==> src/rtl/stage_2_pkg.sv <==
// Shared definitions for the final-adder pipeline: data widths, the stage-2
// state encoding and the default CORDIC watchdog limit.
package stage_2_pkg;

    localparam int FLT_DATA_WIDTH    = 32;
    localparam int CORDIC_DATA_WIDTH = 22;
    localparam int TIMEOUT_CYCLES    = 1024;

    typedef enum logic [1:0] {
        IDLE     = 2'b00,
        WAIT_ONE = 2'b01,
        WAIT_TWO = 2'b10
    } state_e;

endpackage

==> src/rtl/stage_2_if.sv <==
// Request/response handshake to the shared external CORDIC core; the
// pipeline stage is the master, the core is the slave.
interface stage_2_if #(
    parameter int DW = stage_2_pkg::CORDIC_DATA_WIDTH
);
    import stage_2_pkg::*;

    logic          cordic_start;
    logic [DW-1:0] cordic_in;
    logic          cordic_done;
    logic [DW-1:0] cordic_result;

    modport master (
        output cordic_start,
        output cordic_in,
        input  cordic_done,
        input  cordic_result
    );

    modport slave (
        input  cordic_start,
        input  cordic_in,
        output cordic_done,
        output cordic_result
    );

endinterface

==> src/rtl/stage_2_watchdog.sv <==
// Per-operand timeout counter for the CORDIC wait states. The expiry flag is
// registered, so the owner sees it one enabled cycle after the last count.
module stage_two_watchdog #(
    parameter int TIMEOUT_CYCLES = stage_2_pkg::TIMEOUT_CYCLES
) (
    input  logic clk_i,
    input  logic rst_ni,
    input  logic clk_en_i,
    input  logic clear_i,
    input  logic run_i,
    output logic expired_o
);
    import stage_2_pkg::*;

    localparam int               CNT_W = $clog2(TIMEOUT_CYCLES);
    localparam logic [CNT_W-1:0] LAST  = CNT_W'(TIMEOUT_CYCLES - 1);

    logic [CNT_W-1:0] count_q, count_d;
    logic             expired_q, expired_d;

    // Count saturates at LAST so the flag cannot be lost to a wrap.
    always_comb begin
        count_d   = count_q;
        expired_d = expired_q;
        if (clear_i) begin
            count_d   = '0;
            expired_d = 1'b0;
        end else if (run_i) begin
            if (count_q == LAST) begin
                expired_d = 1'b1;
            end else begin
                count_d = count_q + 1'b1;
            end
        end
    end

    always_ff @(posedge clk_i) begin
        if (!rst_ni) begin
            count_q   <= '0;
            expired_q <= 1'b0;
        end else if (clk_en_i) begin
            count_q   <= count_d;
            expired_q <= expired_d;
        end
    end

    assign expired_o = expired_q;

endmodule

==> src/rtl/stage_2.sv <==
// Final-adder stage 2: runs both operands through one shared CORDIC core in
// turn and hands the results plus forwarded floats to stage 3 with a done pulse.
module stage_2 #(
    parameter int FLT_DATA_WIDTH    = stage_2_pkg::FLT_DATA_WIDTH,
    parameter int CORDIC_DATA_WIDTH = stage_2_pkg::CORDIC_DATA_WIDTH,
    parameter int TIMEOUT_CYCLES    = stage_2_pkg::TIMEOUT_CYCLES
) (
    input  logic                         clk_i,
    input  logic                         rst_ni,
    input  logic                         clk_en_i,
    input  logic                         start_i,
    input  logic [CORDIC_DATA_WIDTH-1:0] x_one_i,
    input  logic [CORDIC_DATA_WIDTH-1:0] x_two_i,
    input  logic [FLT_DATA_WIDTH-1:0]    half_one_i,
    input  logic [FLT_DATA_WIDTH-1:0]    half_two_i,
    input  logic [FLT_DATA_WIDTH-1:0]    square_one_i,
    input  logic [FLT_DATA_WIDTH-1:0]    square_two_i,
    stage_2_if.master                    cordic,
    output logic                         done_o,
    output logic                         error_o,
    output logic                         overrun_o,
    output logic [CORDIC_DATA_WIDTH-1:0] res_one_o,
    output logic [CORDIC_DATA_WIDTH-1:0] res_two_o,
    output logic [FLT_DATA_WIDTH-1:0]    half_out_one_o,
    output logic [FLT_DATA_WIDTH-1:0]    half_out_two_o,
    output logic [FLT_DATA_WIDTH-1:0]    square_out_one_o,
    output logic [FLT_DATA_WIDTH-1:0]    square_out_two_o
);
    import stage_2_pkg::*;

    localparam int CW = CORDIC_DATA_WIDTH;
    localparam int FW = FLT_DATA_WIDTH;

    state_e          state_q, state_d;
    logic            cstart_q, cstart_d;
    logic [CW-1:0]   cin_q, cin_d;
    logic [CW-1:0]   x_two_q, x_two_d;
    logic [FW-1:0]   half_one_q, half_one_d, half_two_q, half_two_d;
    logic [FW-1:0]   square_one_q, square_one_d, square_two_q, square_two_d;
    logic [CW-1:0]   res_one_q, res_one_d, res_two_q, res_two_d;
    logic [FW-1:0]   hout_one_q, hout_one_d, hout_two_q, hout_two_d;
    logic [FW-1:0]   sout_one_q, sout_one_d, sout_two_q, sout_two_d;
    logic            done_q, done_d, error_q, error_d, overrun_q, overrun_d;
    logic            wd_clear, wd_run, wd_expired;
    logic            complete, abort;

    stage_two_watchdog #(
        .TIMEOUT_CYCLES(TIMEOUT_CYCLES)
    ) u_watchdog (
        .clk_i    (clk_i),
        .rst_ni   (rst_ni),
        .clk_en_i (clk_en_i),
        .clear_i  (wd_clear),
        .run_i    (wd_run),
        .expired_o(wd_expired)
    );

    // A cordic_done in the expiry cycle takes priority over the timeout.
    always_comb begin
        state_d      = state_q;
        cstart_d     = 1'b0;
        cin_d        = cin_q;
        x_two_d      = x_two_q;
        half_one_d   = half_one_q;
        half_two_d   = half_two_q;
        square_one_d = square_one_q;
        square_two_d = square_two_q;
        res_one_d    = res_one_q;
        res_two_d    = res_two_q;
        hout_one_d   = hout_one_q;
        hout_two_d   = hout_two_q;
        sout_one_d   = sout_one_q;
        sout_two_d   = sout_two_q;
        done_d       = 1'b0;
        error_d      = error_q;
        overrun_d    = overrun_q;
        wd_clear     = 1'b0;
        wd_run       = 1'b0;
        complete     = 1'b0;
        abort        = 1'b0;

        case (state_q)
            IDLE: begin
                wd_clear = 1'b1;
                if (start_i) begin
                    x_two_d      = x_two_i;
                    half_one_d   = half_one_i;
                    half_two_d   = half_two_i;
                    square_one_d = square_one_i;
                    square_two_d = square_two_i;
                    cin_d        = x_one_i;
                    cstart_d     = 1'b1;
                    state_d      = WAIT_ONE;
                end
            end
            WAIT_ONE: begin
                if (start_i) overrun_d = 1'b1;
                if (cordic.cordic_done) begin
                    res_one_d = cordic.cordic_result;
                    cin_d     = x_two_q;
                    cstart_d  = 1'b1;
                    wd_clear  = 1'b1;
                    state_d   = WAIT_TWO;
                end else if (wd_expired) begin
                    abort = 1'b1;
                end else begin
                    wd_run = 1'b1;
                end
            end
            WAIT_TWO: begin
                if (start_i) overrun_d = 1'b1;
                if (cordic.cordic_done) begin
                    res_two_d = cordic.cordic_result;
                    complete  = 1'b1;
                end else if (wd_expired) begin
                    abort = 1'b1;
                end else begin
                    wd_run = 1'b1;
                end
            end
            default: state_d = IDLE;
        endcase

        // Floats are forwarded on both normal completion and timeout abort.
        if (complete || abort) begin
            hout_one_d = half_one_q;
            hout_two_d = half_two_q;
            sout_one_d = square_one_q;
            sout_two_d = square_two_q;
            done_d     = 1'b1;
            error_d    = abort;
            state_d    = IDLE;
            if (abort) begin
                res_one_d = '0;
                res_two_d = '0;
            end
        end
    end

    always_ff @(posedge clk_i) begin
        if (!rst_ni) begin
            state_q      <= IDLE;
            cstart_q     <= 1'b0;
            cin_q        <= '0;
            x_two_q      <= '0;
            half_one_q   <= '0;
            half_two_q   <= '0;
            square_one_q <= '0;
            square_two_q <= '0;
            res_one_q    <= '0;
            res_two_q    <= '0;
            hout_one_q   <= '0;
            hout_two_q   <= '0;
            sout_one_q   <= '0;
            sout_two_q   <= '0;
            done_q       <= 1'b0;
            error_q      <= 1'b0;
            overrun_q    <= 1'b0;
        end else if (clk_en_i) begin
            state_q      <= state_d;
            cstart_q     <= cstart_d;
            cin_q        <= cin_d;
            x_two_q      <= x_two_d;
            half_one_q   <= half_one_d;
            half_two_q   <= half_two_d;
            square_one_q <= square_one_d;
            square_two_q <= square_two_d;
            res_one_q    <= res_one_d;
            res_two_q    <= res_two_d;
            hout_one_q   <= hout_one_d;
            hout_two_q   <= hout_two_d;
            sout_one_q   <= sout_one_d;
            sout_two_q   <= sout_two_d;
            done_q       <= done_d;
            error_q      <= error_d;
            overrun_q    <= overrun_d;
        end
    end

    assign cordic.cordic_start = cstart_q;
    assign cordic.cordic_in    = cin_q;
    assign done_o              = done_q;
    assign error_o             = error_q;
    assign overrun_o           = overrun_q;
    assign res_one_o           = res_one_q;
    assign res_two_o           = res_two_q;
    assign half_out_one_o      = hout_one_q;
    assign half_out_two_o      = hout_two_q;
    assign square_out_one_o    = sout_one_q;
    assign square_out_two_o    = sout_two_q;

endmodule
==> src/flat_wrapper.sv <==
// flat-port wrapper written by rule: the top's interface ports become plain ports
module stage_2_flat import stage_2_pkg::*;
#(
    parameter int FLT_DATA_WIDTH    = stage_2_pkg::FLT_DATA_WIDTH,
    parameter int CORDIC_DATA_WIDTH = stage_2_pkg::CORDIC_DATA_WIDTH,
    parameter int TIMEOUT_CYCLES    = stage_2_pkg::TIMEOUT_CYCLES
)
  (clk_i, rst_ni, clk_en_i, start_i, x_one_i, x_two_i, half_one_i, half_two_i, square_one_i, square_two_i, done_o, error_o, overrun_o, res_one_o, res_two_o, half_out_one_o, half_out_two_o, square_out_one_o, square_out_two_o, cordic_cordic_start, cordic_cordic_in, cordic_cordic_done, cordic_cordic_result);
  stage_2_if cordic_i ();
  input  logic clk_i;
  input  logic rst_ni;
  input  logic clk_en_i;
  input  logic start_i;
  input  logic [CORDIC_DATA_WIDTH-1:0] x_one_i;
  input  logic [CORDIC_DATA_WIDTH-1:0] x_two_i;
  input  logic [FLT_DATA_WIDTH-1:0] half_one_i;
  input  logic [FLT_DATA_WIDTH-1:0] half_two_i;
  input  logic [FLT_DATA_WIDTH-1:0] square_one_i;
  input  logic [FLT_DATA_WIDTH-1:0] square_two_i;
  output logic done_o;
  output logic error_o;
  output logic overrun_o;
  output logic [CORDIC_DATA_WIDTH-1:0] res_one_o;
  output logic [CORDIC_DATA_WIDTH-1:0] res_two_o;
  output logic [FLT_DATA_WIDTH-1:0] half_out_one_o;
  output logic [FLT_DATA_WIDTH-1:0] half_out_two_o;
  output logic [FLT_DATA_WIDTH-1:0] square_out_one_o;
  output logic [FLT_DATA_WIDTH-1:0] square_out_two_o;
  output wire logic [$bits(cordic_i.cordic_start)-1:0] cordic_cordic_start;
  output wire logic [$bits(cordic_i.cordic_in)-1:0] cordic_cordic_in;
  input wire logic [$bits(cordic_i.cordic_done)-1:0] cordic_cordic_done;
  input wire logic [$bits(cordic_i.cordic_result)-1:0] cordic_cordic_result;
  assign cordic_cordic_start = cordic_i.cordic_start;
  assign cordic_cordic_in = cordic_i.cordic_in;
  assign cordic_i.cordic_done = cordic_cordic_done;
  assign cordic_i.cordic_result = cordic_cordic_result;
  stage_2 #(.FLT_DATA_WIDTH(FLT_DATA_WIDTH), .CORDIC_DATA_WIDTH(CORDIC_DATA_WIDTH), .TIMEOUT_CYCLES(TIMEOUT_CYCLES)) u_core (.clk_i(clk_i), .rst_ni(rst_ni), .clk_en_i(clk_en_i), .start_i(start_i), .x_one_i(x_one_i), .x_two_i(x_two_i), .half_one_i(half_one_i), .half_two_i(half_two_i), .square_one_i(square_one_i), .square_two_i(square_two_i), .cordic(cordic_i), .done_o(done_o), .error_o(error_o), .overrun_o(overrun_o), .res_one_o(res_one_o), .res_two_o(res_two_o), .half_out_one_o(half_out_one_o), .half_out_two_o(half_out_two_o), .square_out_one_o(square_out_one_o), .square_out_two_o(square_out_two_o));
endmodule
==> config.mk <==
export PLATFORM = sky130hd
export DESIGN_NAME = stage_2_flat
export DESIGN_NICKNAME = d
export VERILOG_FILES = /design/src/rtl/stage_2_pkg.sv /design/src/rtl/stage_2_if.sv /design/src/rtl/stage_2_watchdog.sv /design/src/rtl/stage_2.sv /design/src/flat_wrapper.sv
export SDC_FILE = /design/constraint.sdc
export NUM_CORES = 1
export LEC_CHECK = 0
export CORE_MARGIN = 2
export CORE_UTILIZATION = 45
export CTS_CLUSTER_DIAMETER = 150
export DETAILED_ROUTE_END_ITERATION = 7
export PLACE_DENSITY = 0.86
export SLEW_MARGIN = 20
export SYNTH_ARGS = -nofsm -noshare
export SYNTH_HDL_FRONTEND = slang
export SYNTH_SLANG_ARGS = --single-unit
==> constraint.sdc <==
create_clock -name clk_i -period 6 [get_ports clk_i]
set_clock_uncertainty 0.1 [all_clocks]
set_input_delay 0.6 -clock clk_i [delete_from_list [all_inputs] [get_ports clk_i]]
set_output_delay 0.6 -clock clk_i [all_outputs]
set_load 0.1 [all_outputs]
==> results.yml, run 1 <==
floorplan:
  die_area_um2: 30300
  starting_utilization_of_the_core_area: 0.455
  cell_rows: 62
  dieHeight_um: 174
  die-width_um: 174
  coreArea_um2: 28500
  io_pins: 397
clock_network:
  cts-htree-levels: 2
  cts_tree: "yes"
  cts_hold_repair.buffers: 0
  clk_latency_ns: 0.51
  cts_root_buffer: "sky130_fd_sc_hd__clkbuf_16"
  postCtsResizedCells: 0
  numClockSinks: 361
  cts.path.max_buffers: 3
  worst_setup_hold_path_clk_slew_ns: 0.06
  numCtsBuffers: 36
  postCtsSetupRepairBufs: 0
synthesis:
  synth_area_per_cell_um2: 8.19
  post_synth_and_or_nand_nor_area_fraction: 0.203
  synth.mux.area_fraction: 0.0177
  dominant_combinational_cell_family_by_area_after_synthesis: "simple AND/OR/NAND/NOR gates"
  post_synth_inst_count: 1587
  synth_cell_types: 50
  synth-seq-cells: 361
  synth-xor-area-share: 0
  number_of_enable_type_register_cells_in_the_synthesized_netlist: 0
  synth_fp_nets: 1792
  area_share_of_fa_ha_maj_cells_after_synthesis: 0.00578
  synth_sequential_area_ratio: 0.556
  ys.warnings.count: 0
  syn-cell-area_um2: 13000
  async_flop_share: 0
  synth_compound_area_frac: 0.170
  ys.flop_type: "sky130_fd_sc_hd__dfxtp_1"
route:
  wl_per_cell_um: 16.5
  detailroute.via_count: 12300
  drt-initial-drc-count: 891
  vias_per_cell: 5.28
  post-route-drc-count: 0
  finalWirelength_um: 38300
  dr.pass1.iters: 6
  final_antenna_net_count: 0
sta:
  final.setup.tns_ns: 0
  timing.final.crit_share: 0.509
  max_freq_ghz: 0.328
  final-max-slew-violation-count: 0
  final_min_period_ns: 3.05
  timing.final.hold_violations: 0
  worst_pin_slew_ns: 1.11
  unrepaired_setup_endpoints_after_global_routing: "no"
  setup_viol: 0
  slew_headroom: 0.261
  post-route-worst-setup-slack_ns: 2.95
power_and_ir_drop:
  leakage_power_summed_over_all_cells_nw: 6.29
  power_density_over_the_cells_nw_per_um2: 304
  power.ir.vdd_worst_mv: 0.230
setup_path:
  reg2reg_to: "u_core.half_out_two_o[9]$_SDFFE_PN0P_"
  cp.required_ns: 6.32
  critPathCaptureType: "flip-flop"
  critical_path.startpoint_type: "input port"
  worst-setup-path-type: "input port to flip-flop"
  r2r_start: "u_core.state_q[1]$_SDFFE_PN0P_"
  cp_max_fanout: 88
  worst_setup_path_startpoint: "clk_en_i"
  timing.critical_path.arrival_ns: 3.37
  reg2reg_depth: 7
  r2r_setup_slk_ns: 3.10
placement:
  gpl.final_weighted_congestion: 0.843
  dp_worst_setup_slack_ns: 2.48
  numPortBuffers: 396
  detailed_place_hpwl_um: 24800
finish:
  post-route-util: 0.641
  layout-area-overhead-vs-synth_pct: 40.7
  final_net_count: 2114
  post_route_cells_drive_above_1_share: 0.0434
grt:
  grt_overflow: 0
  first_global_vias: 11700
  grt_max_degree: 149
  gr-usage-all-layers: 0.240
  global_route_wire_length_before_repair_um: 60100
  antenna_violations_before_repair: 2
job:
  drv_cap: 0
worst_hold_path:
  min-delay-path-class: "flip-flop to flip-flop"
  whs_path_depth: 2
  min_from: "u_core.square_one_q[15]$_SDFFE_PN0P_"
  hold_path_end: "u_core.square_out_one_o[15]$_SDFFE_PN0P_"
run_status:
  run_status: "finished, final reports clean"
-- cells in the mapped netlist, types with 2 or more instances --
cell type,instances,area (µm²)
sky130_fd_sc_hd__a211oi_1,24,180
sky130_fd_sc_hd__o21ai_0,8,40.0
sky130_fd_sc_hd__buf_6,9,101
sky130_fd_sc_hd__and2_1,2,12.5
sky130_fd_sc_hd__nor2_1,73,274
sky130_fd_sc_hd__nand2b_1,2,12.5
sky130_fd_sc_hd__nand2_1,566,2120
sky130_fd_sc_hd__buf_1,7,26.3
sky130_fd_sc_hd__clkbuf_1,72,270
sky130_fd_sc_hd__o21ai_1,2,10.0
sky130_fd_sc_hd__a31oi_1,6,37.5
sky130_fd_sc_hd__nand4_1,4,25.0
sky130_fd_sc_hd__buf_2,34,170
sky130_fd_sc_hd__a21oi_1,283,1420
sky130_fd_sc_hd__nand4b_1,2,17.5
sky130_fd_sc_hd__a22oi_1,44,330
sky130_fd_sc_hd__o22ai_1,3,18.8
sky130_fd_sc_hd__buf_4,2,15.0
sky130_fd_sc_hd__mux2i_1,23,230
sky130_fd_sc_hd__nand3_1,6,30.0
sky130_fd_sc_hd__ha_1,6,75.1
sky130_fd_sc_hd__o21a_1,4,30.0
sky130_fd_sc_hd__inv_1,7,26.3
sky130_fd_sc_hd__and3_1,8,50.1
sky130_fd_sc_hd__o211ai_1,2,15.0
sky130_fd_sc_hd__or3_1,4,25.0
sky130_fd_sc_hd__dfxtp_1,361,7230
-- routing by layer --
layer,part of all wire,track usage
met5,0.00034,0
met4,0.052,0.124
met3,0.076,0.0584
met2,0.48,0.412
met1,0.39,0.278
-- state kept, by name, summed over array words and instances (netlist names) --
name                         flops
u_core.cordic.cordic_in         22
u_core.cordic.cordic_start       1
u_core.done_o                    1
u_core.error_o                   1
u_core.half_one_q               32
u_core.half_out_one_o           32
u_core.half_out_two_o           32
u_core.half_two_q               32
u_core.overrun_o                 1
u_core.res_one_o                22
u_core.res_two_o                22
u_core.square_one_q             32
u_core.square_out_one_o         32
u_core.square_out_two_o         32
u_core.square_two_q             32
u_core.state_q                   2
u_core.u_watchdog.count_q       10
u_core.u_watchdog.expired_o      1
u_core.x_two_q                  22
-- power by group --
group / internal [W] / switching [W]
clock network: 0.00145 / 0.000936
logic: 0.000239 / 0.000412
registers: 0.00248 / 0.0000417
total: 0.00416 / 0.00139
-- per-stage QoR --
stage          std cells  hold WS [ns]  cell area [µm²]  total power, W
2_1_floorplan       1587         0.332            13000         0.00297
4_1_cts             2319         0.348            18300         0.00560
3_3_place_gp        2255         0.335            17000         0.00320
3_5_place_dp        2255         0.342            17000         0.00322
5_1_grt             2320         0.365            18300         0.00574
6_report            2320         0.348            18300         0.00555
-- worst max-delay path by stage --
stage / depth (start not counted) / to / slack (ns)
after global placement: 5 / u_core.half_one_q[27]$_SDFFE_PN0P_ / 2.57
after detailed placement: 5 / u_core.square_one_q[1]$_SDFFE_PN0P_ / 2.48
final: 5 / u_core.half_two_q[3]$_SDFFE_PN0P_ / 2.95
after floorplan: 5 / u_core.u_watchdog.count_q[9]$_SDFFE_PN0P_ / 3.98
after CTS: 5 / u_core.half_two_q[3]$_SDFFE_PN0P_ / 2.97
after global routing: 5 / u_core.square_one_q[1]$_SDFFE_PN0P_ / 2.81
-- critical path, stage by stage --
cell                              delay, ns
sky130_fd_sc_hd__clkdlybuf4s50_1       1.08
sky130_fd_sc_hd__and3_4                0.81
sky130_fd_sc_hd__buf_12                0.40
sky130_fd_sc_hd__nand2_1               0.15
sky130_fd_sc_hd__a21oi_1               0.19
-- cell type report --
type / instances / area, µm²
fill: 2321 / 10300
multi-input combinational: 1094 / 5190
timing repair buffer: 408 / 4080
clock inverter: 16 / 220
inverter: 8 / 37.5
sequential: 361 / 7230
antenna: 1 / 2.50
clock buffer: 48 / 1050
tap: 384 / 480
-- logic make-up (layout without fill, tap and decap cells) --
kind of cell / count (synthesis) / after routing
other: 0 / 1
adders and majority gates: 6 / 6
AOI/OAI and AO/OA: 389 / 389
and+or+nand+nor: 676 / 676
muxes: 23 / 23
buffers and inverters: 132 / 480
DFF: 361 / 361
-- cells in the final DEF, fill, tap and decap left out, types with 2 or more instances in the layout --
cell and n:
sky130_fd_sc_hd__o21ai_0 8, sky130_fd_sc_hd__o22ai_1 3, sky130_fd_sc_hd__clkdlybuf4s50_1 396, sky130_fd_sc_hd__clkinv_4 2
sky130_fd_sc_hd__nand4b_1 2, sky130_fd_sc_hd__clkbuf_1 3, sky130_fd_sc_hd__o21a_1 3, sky130_fd_sc_hd__inv_6 2
sky130_fd_sc_hd__and2_1 2, sky130_fd_sc_hd__a22oi_1 44, sky130_fd_sc_hd__nand2b_1 2, sky130_fd_sc_hd__o211ai_1 2
sky130_fd_sc_hd__clkbuf_8 8, sky130_fd_sc_hd__ha_1 6, sky130_fd_sc_hd__nor2_1 73, sky130_fd_sc_hd__inv_1 6
sky130_fd_sc_hd__clkinv_2 7, sky130_fd_sc_hd__buf_12 2, sky130_fd_sc_hd__nand2_1 566, sky130_fd_sc_hd__o21ai_1 2
sky130_fd_sc_hd__or3_1 4, sky130_fd_sc_hd__bufinv_16 5, sky130_fd_sc_hd__and3_1 7, sky130_fd_sc_hd__buf_4 10
sky130_fd_sc_hd__mux2i_1 23, sky130_fd_sc_hd__clkbuf_16 37, sky130_fd_sc_hd__a211oi_1 24, sky130_fd_sc_hd__a21oi_1 283
sky130_fd_sc_hd__dfxtp_1 361, sky130_fd_sc_hd__nand4_1 4, sky130_fd_sc_hd__nand3_1 5, sky130_fd_sc_hd__a31oi_1 6
(Power assumes the default switching activity.)
==> inputs of run 2 (changes only) <==
- CORE_UTILIZATION: 45 -> 42
- PLACE_DENSITY: 0.86 -> 0.85
- clock period: 6 -> 2.6 ns (I/O delays scaled with it)
==> results.yml, run 2 (synthesis gave the netlist of run 1 again) <==
placement:
  numPortBuffers: 396
  post-place-cells: 2280
  place_area_um2: 16800
  gpl.final_weighted_congestion: 0.845
  detailed_place_hpwl_um: 24600
  dp_worst_setup_slack_ns: 0.276
clock_network:
  cts_root_buffer: "sky130_fd_sc_hd__clkbuf_16"
  cts_tree: "yes"
  worst_setup_hold_path_clk_slew_ns: 0.06
  postCtsResizedCells: 0
  clk_latency_ns: 0.52
  numClockSinks: 361
  cts.path.max_buffers: 3
  cts_hold_repair.buffers: 0
  postCtsSetupRepairBufs: 0
  numCtsBuffers: 38
  cts-htree-levels: 2
grt:
  global_route_wire_length_before_repair_um: 59100
  first_global_vias: 11700
  grt_overflow: 0
  grt_max_degree: 88
  gr-usage-all-layers: 0.219
  antenna_violations_before_repair: 4
sta:
  final_min_period_ns: 2.26
  slew_headroom: 0.571
  max_freq_ghz: 0.443
  final.setup.tns_ns: 0
  worst_pin_slew_ns: 0.636
  timing.final.crit_share: 0.867
  setup_viol: 0
  final-max-slew-violation-count: 0
  timing.final.hold_violations: 0
  unrepaired_setup_endpoints_after_global_routing: "no"
  post-route-worst-setup-slack_ns: 0.345
power_and_ir_drop:
  power_density_over_the_cells_nw_per_um2: 715
  total_power_w: 0.0129
  leakage_power_summed_over_all_cells_nw: 6.82
  power.ir.vdd_worst_mv: 0.471
finish:
  layout-area-overhead-vs-synth_pct: 39.2
  layout_commonest_cell: "sky130_fd_sc_hd__nand2_1"
  final_net_count: 2129
  post_route_cells_drive_above_1_share: 0.152
  instances_no_fill: 2354
  layout.cells.most_common_list: "566 x sky130_fd_sc_hd__nand2_1, 361 x sky130_fd_sc_hd__dfxtp_1, 283 x sky130_fd_sc_hd__a21oi_1"
  finish.instance_area_um2: 18100
floorplan:
  starting_utilization_of_the_core_area: 0.426
  io_pins: 397
  coreArea_um2: 30500
  die_area_um2: 32400
  die-width_um: 180
  cell_rows: 64
  dieHeight_um: 180
route:
  wl_per_cell_um: 15.9
  detailroute.via_count: 12100
  finalWirelength_um: 37300
  post-route-drc-count: 0
  final_antenna_net_count: 0
  drt-initial-drc-count: 791
  dr.pass1.iters: 5
  vias_per_cell: 5.15
setup_path:
  critPathCaptureType: "flip-flop"
  cp_max_fanout: 87
  r2r_setup_slk_ns: 0.34
  cp.required_ns: 2.93
  worst-setup-path-type: "flip-flop to flip-flop"
  critical_path.startpoint_type: "flip-flop"
  timing.critical_path.arrival_ns: 2.59
  reg2reg_depth: 7
worst_hold_path:
  min-delay-path-class: "input port to flip-flop"
  whs_path_depth: 3
run_status:
  run_status: "finished, final reports clean"
job:
  drv_cap: 0
==> run 2: cell count changes in the layout (fill, tap and decap cells not counted), moves of 3 or more <==
| cell | change |
|---|---|
| sky130_fd_sc_hd__buf_4 | +200 |
| sky130_fd_sc_hd__clkdlybuf4s50_1 | -198 |
| sky130_fd_sc_hd__buf_12 | +11 |
| sky130_fd_sc_hd__diode_2 | +5 |
| sky130_fd_sc_hd__clkbuf_1 | +3 |
==> run 2: worst paths after layout <==
path / from / endpoint
worst max-delay path: u_core.state_q[0]$_SDFFE_PN0P_ / u_core.square_out_two_o[4]$_SDFFE_PN0P_
worst min register to register: u_core.square_two_q[31]$_SDFFE_PN0P_ / u_core.square_out_two_o[31]$_SDFFE_PN0P_
worst max register to register: u_core.state_q[0]$_SDFFE_PN0P_ / u_core.square_out_two_o[4]$_SDFFE_PN0P_
worst min-delay path: square_one_i[8] / u_core.square_one_q[8]$_SDFFE_PN0P_
==> run 2: power by group <==
part	total, W	switching (W)	internal [W]
clock network	0.00560	0.00220	0.00341
logic	0.00152	0.000955	0.000567
registers	0.00581	0.0000968	0.00572
==> run 2: layer usage <==
| layer | share of wire | vias up | track usage |
|---|---|---|---|
| met5 | 0 | - | 0 |
| met4 | 0.053 | 0 | 0.118 |
| met3 | 0.074 | 106 | 0.0577 |
| met2 | 0.48 | 443 | 0.362 |
| met1 | 0.40 | 5626 | 0.259 |
| li1 | - | 5939 | - |
==> run 2: metrics by stage <==
| step | util | hold WS (ns) |
|---|---|---|
| after floorplan | - | 0.296 |
| after global placement | 0.550 | 0.335 |
| after detailed placement | 0.550 | 0.342 |
| after CTS | 0.593 | 0.162 |
| after global routing | 0.593 | 0.163 |
| final | 0.593 | 0.184 |
==> run 2: layout make-up <==
| type | instances | area [µm²] |
|---|---|---|
| clock buffer | 51 | 1070 |
| timing repair buffer | 421 | 3820 |
| antenna | 6 | 15.0 |
| inverter | 8 | 37.5 |
| fill | 2558 | 12400 |
| clock inverter | 17 | 239 |
| tap | 396 | 495 |
| multi-input combinational | 1094 | 5190 |
| sequential | 361 | 7230 |
==> run 2: critical path, cell delays in order (launching register included) <==
cell,delay [ns]
sky130_fd_sc_hd__dfxtp_1,0.37
sky130_fd_sc_hd__inv_1,0.09
sky130_fd_sc_hd__ha_1,0.33
sky130_fd_sc_hd__and3b_1,0.28
sky130_fd_sc_hd__o21ai_4,0.25
sky130_fd_sc_hd__buf_12,0.34
sky130_fd_sc_hd__nand2_1,0.13
sky130_fd_sc_hd__a21oi_1,0.22
==> inputs of run 3 (changes only) <==
- CAP_MARGIN: not set -> 10
- CORE_ASPECT_RATIO: not set -> 0.8
- CORE_UTILIZATION: 42 -> 45
- PLACE_DENSITY: 0.85 -> 0.86
- clock period: 2.6 -> 2.7 ns (I/O delays scaled with it)
==> results.yml, run 3 (synthesis gave the netlist of run 1 again) <==
sta:
  setup_viol: 0
  final_min_period_ns: 2.34
  unrepaired_setup_endpoints_after_global_routing: "no"
  final-max-slew-violation-count: 0
  timing.final.hold_violations: 0
  max_freq_ghz: 0.427
  worst_pin_slew_ns: 0.616
  final.setup.tns_ns: 0
  timing.final.crit_share: 0.868
  slew_headroom: 0.585
setup_path:
  cp_max_fanout: 44
  worst-setup-path-type: "flip-flop to flip-flop"
  critical_path.startpoint_type: "flip-flop"
  critical_path_depth: 7
  critPathCaptureType: "flip-flop"
  crit_slowest_cell: "sky130_fd_sc_hd__buf_4"
  critical_path_buf_inv_count: 2
  critPathMaxStageDelay_ns: 0.42
  reg2reg_depth: 7
  cp.required_ns: 3.02
  critical_path.top_delay_family: "compound AO/OA/AOI/OAI gates"
  timing.critical_path.arrival_ns: 2.66
  r2r_start: "u_core.state_q[1]$_SDFFE_PN0P_"
  worst_setup_path_startpoint: "u_core.state_q[1]$_SDFFE_PN0P_"
  crit_chain: "inv_1 -> ha_1 -> o21ai_1 -> a221oi_4 -> buf_4 -> nor2_1 -> a211oi_1"
worst_hold_path:
  min_from: "square_two_i[21]"
  min-delay-path-class: "input port to flip-flop"
  whs_path_depth: 3
route:
  drt-initial-drc-count: 754
  detailroute.via_count: 12100
  post-route-drc-count: 0
  final_antenna_net_count: 0
  wl_per_cell_um: 16.1
  dr.pass1.iters: 5
  finalWirelength_um: 37300
  vias_per_cell: 5.23
job:
  drv_cap: 0
placement:
  detailed_place_hpwl_um: 24600
  gpl.final_weighted_congestion: 0.850
  numPortBuffers: 396
floorplan:
  dieHeight_um: 156
  die_area_um2: 30300
  starting_utilization_of_the_core_area: 0.458
  die-width_um: 194
  coreArea_um2: 28400
  io_pins: 397
  cell_rows: 55
clock_network:
  numCtsBuffers: 36
  postCtsSetupRepairBufs: 0
  cts_hold_repair.buffers: 0
  cts.path.max_buffers: 3
  cts_root_buffer: "sky130_fd_sc_hd__clkbuf_16"
  postCtsResizedCells: 0
  cts-htree-levels: 2
  worst_setup_hold_path_clk_slew_ns: 0.07
  clk_latency_ns: 0.51
  cts_tree: "yes"
  numClockSinks: 361
grt:
  first_global_vias: 11600
  grt_max_degree: 103
  gr-usage-all-layers: 0.235
  antenna_violations_before_repair: 2
  grt_overflow: 0
  global_route_wire_length_before_repair_um: 59200
finish:
  layout_commonest_cell: "sky130_fd_sc_hd__nand2_1"
  final_net_count: 2127
  fill_cells: 2295
  post-route-util: 0.632
  layout.cells.most_common_list: "566 x sky130_fd_sc_hd__nand2_1, 361 x sky130_fd_sc_hd__dfxtp_1, 283 x sky130_fd_sc_hd__a21oi_1"
  layout-area-overhead-vs-synth_pct: 37.9
  post_route_cells_drive_above_1_share: 0.149
run_status:
  run_status: "finished, final reports clean"
power_and_ir_drop:
  leakage_power_summed_over_all_cells_nw: 6.76
  power.ir.vdd_worst_mv: 0.479
  power_density_over_the_cells_nw_per_um2: 672
[run 3: cell count changes in the layout (fill, tap and decap cells not counted)]
cell | before | now
sky130_fd_sc_hd__clkbuf_1 | 6 | 4
sky130_fd_sc_hd__clkbuf_8 | 7 | 9
sky130_fd_sc_hd__diode_2 | 6 | 1
sky130_fd_sc_hd__clkinv_8 | 1 | 0
sky130_fd_sc_hd__bufinv_16 | 5 | 2
sky130_fd_sc_hd__clkbuf_16 | 38 | 37
sky130_fd_sc_hd__clkinv_2 | 6 | 3
[run 3: worst reg2reg max path, cell delays in order (launching register included)]
cell	delay, ns
sky130_fd_sc_hd__dfxtp_1	0.33
sky130_fd_sc_hd__inv_1	0.13
sky130_fd_sc_hd__ha_1	0.40
sky130_fd_sc_hd__o21ai_1	0.27
sky130_fd_sc_hd__a221oi_4	0.24
sky130_fd_sc_hd__buf_4	0.42
sky130_fd_sc_hd__nor2_1	0.12
sky130_fd_sc_hd__a211oi_1	0.25
[run 3: report_power, final]
part           leakage (nW)  switching, W  internal (W)
logic                  3.24      0.000925      0.000541
clock network         0.583       0.00203       0.00295
registers              2.93     0.0000935       0.00550
total                  6.76       0.00305       0.00899
[run 3: layout make-up]
type | instances | area [µm²] | share of cell area
diodes | 1 | 2.50 | 0.000140
inverters | 8 | 37.5 | 0.00209
flip-flops and latches | 361 | 7230 | 0.403
well taps | 370 | 463 | 0.0258
multi-input cells | 1094 | 5190 | 0.290
clock buffers | 50 | 1060 | 0.0594
repair buffers | 421 | 3820 | 0.213
clock inverters | 10 | 118 | 0.00656
[run 3: through the flow]
step / cell area [µm²] / power (W) / worst slack [ns] / std cells / hold slack [ns]
2_1_floorplan: 13000 / 0.00660 / 0.715 / 1587 / 0.306
3_3_place_gp: 16700 / 0.00714 / 0.404 / 2254 / 0.335
3_5_place_dp: 16700 / 0.00717 / 0.313 / 2254 / 0.342
4_1_cts: 17900 / 0.0121 / 0.395 / 2314 / 0.177
5_1_grt: 17900 / 0.0125 / 0.186 / 2314 / 0.179
6_report: 17900 / 0.0120 / 0.356 / 2315 / 0.203
[run 3: worst paths after layout]
path | end | slack [ns]
max | u_core.cordic.cordic_in[18]$_SDFFE_PN0P_ | 0.36
min | u_core.square_two_q[21]$_SDFFE_PN0P_ | 0.20
max reg2reg | u_core.cordic.cordic_in[18]$_SDFFE_PN0P_ | 0.36
min reg2reg | u_core.square_out_two_o[13]$_SDFFE_PN0P_ | 0.35
[run 3: per-layer routing]
layer | global-route usage | wire length, µm | share of wire
met1 | 0.294 | 15200 | 0.41
met2 | 0.392 | 17800 | 0.48
met3 | 0.0664 | 3130 | 0.084
met4 | 0.0801 | 1140 | 0.031
met5 | 0 | 13 | 0.00035
